### src/rtl/adam_aes_sbox_arbiter_if.sv
// Request/grant/response bundle between AES requesters (master) and the shared S-box arbiter (slave).
// Requester i owns bit i of the per-requester vectors and bits [32*i+31:32*i] of req_word.
interface adam_aes_sbox_arbiter_if #(
   parameter int NUM_REQ = 2
);
   logic [NUM_REQ-1:0]    req_valid;
   logic [32*NUM_REQ-1:0] req_word;
   logic [NUM_REQ-1:0]    req_lock;
   logic [NUM_REQ-1:0]    gnt;
   logic [NUM_REQ-1:0]    rsp_valid;
   logic [31:0]           rsp_word;

   modport master (
      output req_valid, req_word, req_lock,
      input  gnt, rsp_valid, rsp_word
   );

   modport slave (
      input  req_valid, req_word, req_lock,
      output gnt, rsp_valid, rsp_word
   );
endinterface

### src/rtl/adam_aes_sbox_arbiter.sv
// Round-robin arbiter sharing one 32-bit S-box among NUM_REQ (2..4) AES requesters.
// Define SBOX_ARB_LOCK_EN to add the 4-word burst lock driven by req_lock.
module adam_aes_sbox_arbiter #(
   parameter int NUM_REQ = 2
) (
   input  logic                  clk,
   input  logic                  reset_n,
   adam_aes_sbox_arbiter_if.slave bus,
   output logic [31:0]           sbox_w,
   input  logic [31:0]           sbox_new_w,
   output logic                  busy
);
   localparam int RW = 2;

   logic [RW-1:0]      rr_ptr_reg;
   logic [RW-1:0]      rr_ptr_next;
   logic [NUM_REQ-1:0] rsp_valid_reg;
   logic [31:0]        rsp_word_reg;
   logic [NUM_REQ-1:0] elig;
   logic [3:0]         elig_ext;
   logic               found;
   logic [RW-1:0]      win;
   logic [2:0]         idx;
   logic [2:0]         win_inc;
   logic               accept;
   logic               locked;
   logic [31:0]        words [4];

   // Pad the word table to four entries so the mux never indexes past req_word.
   for (genvar gi = 0; gi < 4; gi++) begin : g_words
      if (gi < NUM_REQ) begin : g_real
         assign words[gi] = bus.req_word[32*gi +: 32];
      end else begin : g_pad
         assign words[gi] = 32'h0;
      end
   end

`ifdef SBOX_ARB_LOCK_EN
   localparam logic [0:0] ST_UNLOCKED = 1'b0;
   localparam logic [0:0] ST_LOCKED   = 1'b1;

   logic [0:0]    state_reg, state_next;
   logic [RW-1:0] owner_reg, owner_next;
   logic [1:0]    burst_ctr_reg, burst_ctr_next;
   logic [3:0]    lock_ext;
   logic [3:0]    owner_mask;

   assign lock_ext   = 4'(bus.req_lock);
   assign owner_mask = 4'b0001 << owner_reg;
   assign locked     = (state_reg == ST_LOCKED);
   assign elig       = locked ? (bus.req_valid & owner_mask[NUM_REQ-1:0]) : bus.req_valid;

   always_comb begin
      state_next     = state_reg;
      owner_next     = owner_reg;
      burst_ctr_next = burst_ctr_reg;
      case (state_reg)
         ST_UNLOCKED: begin
            if (accept && lock_ext[win]) begin
               state_next     = ST_LOCKED;
               owner_next     = win;
               burst_ctr_next = 2'd1;
            end
         end
         default: begin
            // While locked only the owner can win, so any accept is an owner grant.
            if (accept) begin
               if (burst_ctr_reg == 2'd3) begin
                  state_next     = ST_UNLOCKED;
                  burst_ctr_next = 2'd0;
               end else begin
                  burst_ctr_next = burst_ctr_reg + 2'd1;
               end
            end else if (!lock_ext[owner_reg]) begin
               state_next     = ST_UNLOCKED;
               burst_ctr_next = 2'd0;
            end
         end
      endcase
   end

   always_ff @(posedge clk or negedge reset_n) begin
      if (!reset_n) begin
         state_reg     <= ST_UNLOCKED;
         owner_reg     <= '0;
         burst_ctr_reg <= 2'd0;
      end else begin
         state_reg     <= state_next;
         owner_reg     <= owner_next;
         burst_ctr_reg <= burst_ctr_next;
      end
   end
`else
   logic unused_lock;

   assign unused_lock = ^bus.req_lock;
   assign locked      = 1'b0;
   assign elig        = bus.req_valid;
`endif

   assign elig_ext = 4'(elig);

   // First eligible requester at or after rr_ptr, wrapping modulo NUM_REQ.
   always_comb begin
      found = 1'b0;
      win   = '0;
      idx   = '0;
      for (int k = 0; k < NUM_REQ; k++) begin
         idx = 3'(rr_ptr_reg) + 3'(k);
         if (idx >= 3'(NUM_REQ)) idx = idx - 3'(NUM_REQ);
         if (!found && elig_ext[idx[1:0]]) begin
            found = 1'b1;
            win   = idx[1:0];
         end
      end
   end

   assign accept      = found && reset_n;
   assign win_inc     = 3'(win) + 3'd1;
   assign rr_ptr_next = (win_inc == 3'(NUM_REQ)) ? '0 : win_inc[RW-1:0];
   assign sbox_w      = found ? words[win] : 32'h0;

   for (genvar gi = 0; gi < NUM_REQ; gi++) begin : g_gnt
      assign bus.gnt[gi] = accept && (win == RW'(gi));
   end

   always_ff @(posedge clk or negedge reset_n) begin
      if (!reset_n) begin
         rr_ptr_reg    <= '0;
         rsp_valid_reg <= '0;
         rsp_word_reg  <= 32'h0;
      end else begin
         rsp_valid_reg <= bus.gnt;
         if (accept) begin
            rsp_word_reg <= sbox_new_w;
            rr_ptr_reg   <= rr_ptr_next;
         end
      end
   end

   assign bus.rsp_valid = rsp_valid_reg;
   assign bus.rsp_word  = rsp_word_reg;
   assign busy          = (|bus.req_valid) || (|rsp_valid_reg) || locked;
endmodule

### src/flat_wrapper.sv
// flat-port wrapper written by rule: the top's interface ports become plain ports
module adam_aes_sbox_arbiter_flat 
#(
   parameter int NUM_REQ = 2
)
  (clk, reset_n, sbox_w, sbox_new_w, busy, bus_req_valid, bus_req_word, bus_req_lock, bus_gnt, bus_rsp_valid, bus_rsp_word);
  adam_aes_sbox_arbiter_if #(.NUM_REQ(NUM_REQ)) bus_i ();
  input  logic clk;
  input  logic reset_n;
  output logic [31:0] sbox_w;
  input  logic [31:0] sbox_new_w;
  output logic busy;
  input wire logic [$bits(bus_i.req_valid)-1:0] bus_req_valid;
  input wire logic [$bits(bus_i.req_word)-1:0] bus_req_word;
  input wire logic [$bits(bus_i.req_lock)-1:0] bus_req_lock;
  output wire logic [$bits(bus_i.gnt)-1:0] bus_gnt;
  output wire logic [$bits(bus_i.rsp_valid)-1:0] bus_rsp_valid;
  output wire logic [$bits(bus_i.rsp_word)-1:0] bus_rsp_word;
  assign bus_i.req_valid = bus_req_valid;
  assign bus_i.req_word = bus_req_word;
  assign bus_i.req_lock = bus_req_lock;
  assign bus_gnt = bus_i.gnt;
  assign bus_rsp_valid = bus_i.rsp_valid;
  assign bus_rsp_word = bus_i.rsp_word;
  adam_aes_sbox_arbiter #(.NUM_REQ(NUM_REQ)) u_core (.clk(clk), .reset_n(reset_n), .bus(bus_i), .sbox_w(sbox_w), .sbox_new_w(sbox_new_w), .busy(busy));
endmodule
### config.mk
export PLATFORM = sky130hd
export DESIGN_NAME = adam_aes_sbox_arbiter_flat
export DESIGN_NICKNAME = d
export VERILOG_FILES = /design/src/rtl/adam_aes_sbox_arbiter_if.sv /design/src/rtl/adam_aes_sbox_arbiter.sv /design/src/flat_wrapper.sv
export SDC_FILE = /design/constraint.sdc
export NUM_CORES = 1
export LEC_CHECK = 0
export CORE_ASPECT_RATIO = 0.9
export CORE_MARGIN = 2
export CORE_UTILIZATION = 32
export CTS_CLUSTER_SIZE = 16
export DETAILED_ROUTE_END_ITERATION = 6
export GPL_ROUTABILITY_DRIVEN = 0
export GPL_TIMING_DRIVEN = 0
export PLACE_DENSITY_LB_ADDON = 0.05
export SKIP_LAST_GASP = 1
export SLEW_MARGIN = 30
export SYNTH_ARGS = -nofsm -noshare
export SYNTH_HDL_FRONTEND = slang
export SYNTH_SLANG_ARGS = --single-unit
### constraint.sdc
create_clock -name clk -period 2 [get_ports clk]
set_clock_uncertainty 0.05 [all_clocks]
set_input_delay 0.4 -clock clk [delete_from_list [all_inputs] [get_ports clk]]
set_output_delay 0.4 -clock clk [all_outputs]
set_load 0.005 [all_outputs]
# After elaboration in Yosys (flattened, before gate mapping)
# Cells that the tools add are included.
[totals]
register_bits = 36
inputBits = 102
out_inout_bits = 69
elab_cells = 39
[op_classes]
n_addsub = 4
n_lt_le_gt_ge = 5
n_eq_ne = 2
n_mux = 15
n_bitwise = 1
n_reduce_logical = 9
[op_table]
columns = ["cell", "count"]
rows = [
  ["2-to-1 mux 32 bit", 3],
  ["binary-select mux 32 bit (select 2 bit)", 1],
  ["2-to-1 mux 2 bit", 5],
  ["adder 2 x 1 -> 3 bit (second input constant)", 2],
  ["< comparator 2 x 3 -> 1 bit (second input constant)", 2],
  ["binary-select mux 1 bit (select 2 bit)", 2],
  ["logical AND 1 bit", 4],
  ["2-to-1 mux 1 bit", 4],
  ["OR reduction 2 bit", 2],
  ["subtractor 2 bit (second input constant)", 2],
  ["equality test 3 x 2 -> 1 bit (second input constant)", 1],
  ["greater-or-equal comparator 3 x 2 -> 1 bit (second input constant)", 1],
  ["greater-or-equal comparator 3 bit (second input constant)", 1],
  ["NOT 2 -> 3 bit", 1],
  ["equality test 2 x 1 -> 1 bit (second input constant)", 1],
  ["greater-or-equal comparator 2 bit (second input constant)", 1],
  ["logical NOT 2 bit", 1],
  ["logical NOT 1 bit", 1],
  ["logical OR 1 bit", 1],
]

# Longest topological paths before layout
# Gate-level depths: netlist of the first run.
[logic_depth]
word_depth = 13
mapped_depth = 5
depth_no_buf = 3

# Worst setup path after synthesis of the first run
# No wires, ideal clock.
[synth_path]
path_kind = "input -> output"
from = "input port bus_req_valid[1]"
to = "output port sbox_w[1]"
t_arrival_ps = 1197
required_ps = 1550
setup_slack_ps = 353
cell_stages = 5
path_buffers = 2
cell_sequence = "buf_2 > inv_1 > clkbuf_1 > o21ai_0 > a21oi_1"
[synth_via]
elab_chain_len = 11
word_cells_on_any_way = 15
cone_classes = "mux: 12; bitwise: 1; reduce/logical: 2"
[synth_rtl]
columns = ["item", "line_no", "rtl"]
rows = [
  ["from (decl)", "flat_wrapper.sv:13", "input wire logic [$bits(bus_i.req_valid)-1:0] bus_req_valid;"],
  ["binary-select mux 1 bit (select 2 bit)", "adam_aes_sbox_arbiter.sv:111", "if (!found && elig_ext[idx[1:0]]) begin"],
  ["2-to-1 mux 1 bit (not written as such)", "adam_aes_sbox_arbiter.sv:111", ""],
  ["2-to-1 mux 1 bit", "adam_aes_sbox_arbiter.sv:111", ""],
  ["logical NOT 1 bit", "adam_aes_sbox_arbiter.sv:111", ""],
  ["logical AND 1 bit", "adam_aes_sbox_arbiter.sv:111", ""],
  ["2-to-1 mux 2 bit", "adam_aes_sbox_arbiter.sv:111", ""],
  ["NOT 2 -> 3 bit (not written as such)", "adam_aes_sbox_arbiter.sv:121", "assign sbox_w = found ? words[win] : 32'h0;"],
  ["binary-select mux 32 bit (select 2 bit)", "adam_aes_sbox_arbiter.sv:121", ""],
  ["2-to-1 mux 32 bit (not written as such) (2 in a row)", "adam_aes_sbox_arbiter.sv:121", ""],
  ["2-to-1 mux 32 bit (*)", "adam_aes_sbox_arbiter.sv:121", ""],
  ["to (decl)", "flat_wrapper.sv:10", "output logic [31:0] sbox_w;"],
]
# Mark *: on every way between the ends. The rest lies on a longest branch, timed or not. The select of a mux whose other input is x is not followed.

# Final worst setup path of the first run
[layout_path]
from = "register u_core.rr_ptr_reg[0]"
to = "output port sbox_w[15]"
[layout_via]
elab_chain_len = 13
word_cells_on_any_way = 22
cone_classes = "add/sub: 3; order compare: 2; mux: 14; bitwise: 1; reduce/logical: 2"
[layout_rtl]
columns = ["item", "line_no", "rtl"]
rows = [
  ["from (decl)", "adam_aes_sbox_arbiter.sv:15", "logic [RW-1:0] rr_ptr_reg;"],
  ["from (signal assigned)", "adam_aes_sbox_arbiter.sv:136", "rr_ptr_reg <= rr_ptr_next;"],
  ["parallel branches: the longest is 12 deep, another holds adder 2 x 1 -> 3 bit", "-", ""],
  ["2-to-1 mux 32 bit (*)", "adam_aes_sbox_arbiter.sv:121", ""],
]
# Every way passes the cells marked *. The select of a mux whose other input is x is not followed.

==> impl_metrics.toml, run 1 <==
[routing]
postRouteAntennaNets = 0
routed_wirelength_mm = 7.18
routedWlPerCell_um = 15.8
drc = 0
detail_route.iter0.violations = 59
drt_pass1_iterations = 4
vias = 2200
via_per_inst = 4.86

[power_and_ir_drop]
p_total_w = 0.00234
power.switching_w = 0.000629
swShare_pct = 26.9
seqPwrFrac_pct = 37.0
combPwrFrac_pct = 39.4
internal_power_w = 0.00171
power_leakage_nw = 1.65
power_density_mw_per_mm2 = 584
peakVddDrop_mv = 0.414
clockPowerShare_pct = 23.6

[yosys]
yosys_warnings = 0
yosys_register_bits = 36
synth_cell_types = 20
ys_top_cells_by_area = "dfrtp_1 (45%), mux2_2 (19%), nand3b_1 (12%), a21oi_1 (8.0%), o21ai_0 (6.5%)"
yosys.area.top_type = "dfrtp_1"
syn-instance-count = 195
seq_area_frac_synth_pct = 44.9
syn_area_per_cell_um2 = 10.3
syn_area_mm2 = 0.00201
syn_nets = 297
synth_top_cell_area_share_pct = 44.9

[timing]
setup_viol = 15
period_share_pct = 103
drv_slew = 0
holdWs_ns = 0.0104
tightest_slew_ns = 0.439
rsz0062_at_grt = "yes"
period_needed_ns = 2.05
final.setup.worst_slack_ns = -0.0546
maxSlewHeadroom_pct = 70.8
max_freq_ghz = 0.487
hold_violations = 0

[clock_tree]
cts_buffers = 5
htreeDepth = 2
cts.clk_slew.worst_paths_ns = 0.08
cts_buffer_depth = 2
clkLatencyLatePin_ns = 0.28
clockRootBuffer = "clkbuf_8"
cts_tree = "built"
cts_sinks = 36

[global_routing]
grt_pass1_wl_mm = 10.1
overflow = 0
grt_antenna_before_repair = 0
grt_pass1_vias = 2020
grt_usage_pct = 18.6
grt_max_degree = 21

[die]
core_area_mm2 = 0.00608
die_area_mm2 = 0.00693
start_util_pct = 33.0
std_cell_rows = 27
chipWidth_um = 87.5
fp.dieH_um = 79.2
ios = 171

[final_layout]
fin_util_pct = 65.9
synthToLayoutAreaGrowth_pct = 99.5
diodes = 0
largest_register_ffs = 32
finish.net_count = 482
layout-drive-gt1-share_pct = 32.3
final_cell_area_mm2 = 0.00401

[worst_setup_path]
arrival_ns = 1.60
required_ns = 1.55
reg2reg_depth = 5
rrSetupSlack_ns = 0.46
cp-start-kind = "flop"
crit_fanout = 10
cp-startpoint = "u_core.rr_ptr_reg[0]"
r2r_start = "u_core.rr_ptr_reg[0]"
worstReg2RegEnd = "u_core.bus.rsp_word[5]"
endpoint_kind = "output pin"
critical_path_class = "reg2out"

[placed_design]
place_area_mm2 = 0.00379
dp_hpwl_mm = 5.27
io_buffers = 167

[worst_hold_path]
min_path_type = "in2async"

[run]
maxCapViolations = 0

[run_status]
violations = "setup timing"
outcome = "complete, but fails checks"
power groups by stage:
stage          Clock, W  Combinational (W)  Sequential (W)
2_1_floorplan         0           0.000282        0.000885
3_3_place_gp          0           0.000864        0.000873
3_5_place_dp          0           0.000875        0.000878
4_1_cts        0.000572           0.000876        0.000867
5_1_grt        0.000611           0.000990        0.000874
6_report       0.000551           0.000922        0.000866
critical path, cell delays in order (launching register included):
cell and delay (ns):
dfrtp_2 0.42, nor2b_4 0.06, buf_6 0.11, clkbuf_16 0.14
buf_8 0.12, nand3b_1 0.17, a21oi_2 0.16, buf_2 0.13
cells in the final DEF (no fill, tap or decap):
| master | count |
|---|---|
| buf_16 | 1 |
| dfrtp_2 | 1 |
| buf_1 | 2 |
| or4_1 | 1 |
| nor2b_2 | 1 |
| clkbuf_8 | 6 |
| clkbuf_1 | 2 |
| dlygate4sd2_1 | 2 |
| clkdlybuf4s50_1 | 130 |
| a21boi_4 | 1 |
| nand3b_1 | 32 |
| o21ai_1 | 8 |
| clkdlybuf4s15_1 | 1 |
| buf_2 | 32 |
| inv_6 | 1 |
| o21ai_0 | 13 |
| o21ai_4 | 1 |
| nor2b_4 | 1 |
| nor2_1 | 1 |
| clkbuf_16 | 3 |
| nor2_2 | 1 |
| nand2b_1 | 1 |
| and2_1 | 1 |
| buf_4 | 5 |
| clkbuf_2 | 8 |
| clkinv_2 | 1 |
| dfrtp_1 | 35 |
| buf_6 | 7 |
| inv_1 | 1 |
| a21oi_2 | 4 |
| a21oi_1 | 28 |
| mux2_2 | 33 |
| buf_8 | 5 |
| o21ai_2 | 11 |
cell usage after synthesis:
library cell / count
a21boi_2: 1
a21oi_1: 32
and2_1: 1
buf_1: 2
buf_2: 2
buf_6: 3
clkbuf_1: 12
clkbuf_2: 1
dfrtp_1: 36
inv_1: 1
mux2_2: 33
nand2b_1: 1
nand3b_1: 32
nor2_1: 2
nor2b_1: 1
nor2b_2: 1
o21ai_0: 26
o21ai_1: 6
o21ai_4: 1
or4_1: 1
kinds of logic after synthesis:
logic type	share of synthesized area, %
AO/OA/AOI/OAI	17.3
AND/OR/NAND/NOR	14.1
flip-flops	44.9
multiplexers	18.5
buffers and inverters	5.23
worst max path at each step:
stage,endpoint,slack (ns)
floorplan,sbox_w[1],0.35
global placement,bus_gnt[0],-1.89
detailed placement,sbox_w[29],-0.86
CTS,sbox_w[29],-0.16
global route,sbox_w[15],-0.15
finish,sbox_w[15],-0.05
routing by layer:
layer | GRT usage [%] | part of all wire [%] | up-vias
li1 | - | - | 1078
met1 | 23.4 | 42 | 1024
met2 | 31.4 | 49 | 92
met3 | 6.44 | 8.3 | 6
met4 | 2.62 | 0.71 | 0
met5 | 0 | 0 | -
area by class of cell:
| class | count | area (µm²) |
|---|---|---|
| Clock inverter | 2 | 13.8 |
| Sequential cell | 36 | 902 |
| Inverter | 1 | 3.75 |
| Clock buffer | 6 | 82.6 |
| Timing Repair Buffer | 178 | 1660 |
| Tap cell | 72 | 90.1 |
| Buffer | 20 | 176 |
| Fill cell | 495 | 2070 |
| Multi-Input combinational cell | 138 | 1080 |
metrics by stage:
stage	setup slack [ns]	instances	TNS [ns]
after floorplan	0.353	195	0
after global placement	-1.89	434	-86.40
after detailed placement	-0.863	435	-28.66
after CTS	-0.161	447	-2.97
after global routing	-0.146	453	-2.80
final	-0.0546	453	-0.246
what timing repair did:
action,4_1_cts,5_1_grt
buffers inserted,3,2
hold endpoints to repair,20,0
gates cloned,0,4
gates resized for setup,112,91
pin swaps,9,20
hold buffers,1,0
setup endpoints to repair,35,34
No activity file was read; power rests on OpenSTA's default activity.
==> run 2, diff against run 1 <==
--- a/config.mk
+++ b/config.mk
@@ -5,9 +5,11 @@
 export SDC_FILE = /design/constraint.sdc
 export NUM_CORES = 1
 export LEC_CHECK = 0
+export ABC_AREA = 0
 export CORE_ASPECT_RATIO = 0.9
 export CORE_MARGIN = 2
 export CORE_UTILIZATION = 32
+export CTS_BUF_LIST = sky130_fd_sc_hd__clkbuf_4 sky130_fd_sc_hd__clkbuf_8 sky130_fd_sc_hd__clkbuf_16
 export CTS_CLUSTER_SIZE = 16
 export DETAILED_ROUTE_END_ITERATION = 6
 export GPL_ROUTABILITY_DRIVEN = 0
==> results of run 2 <==
Final layout, timing and power as in run 1 (identical DEF).
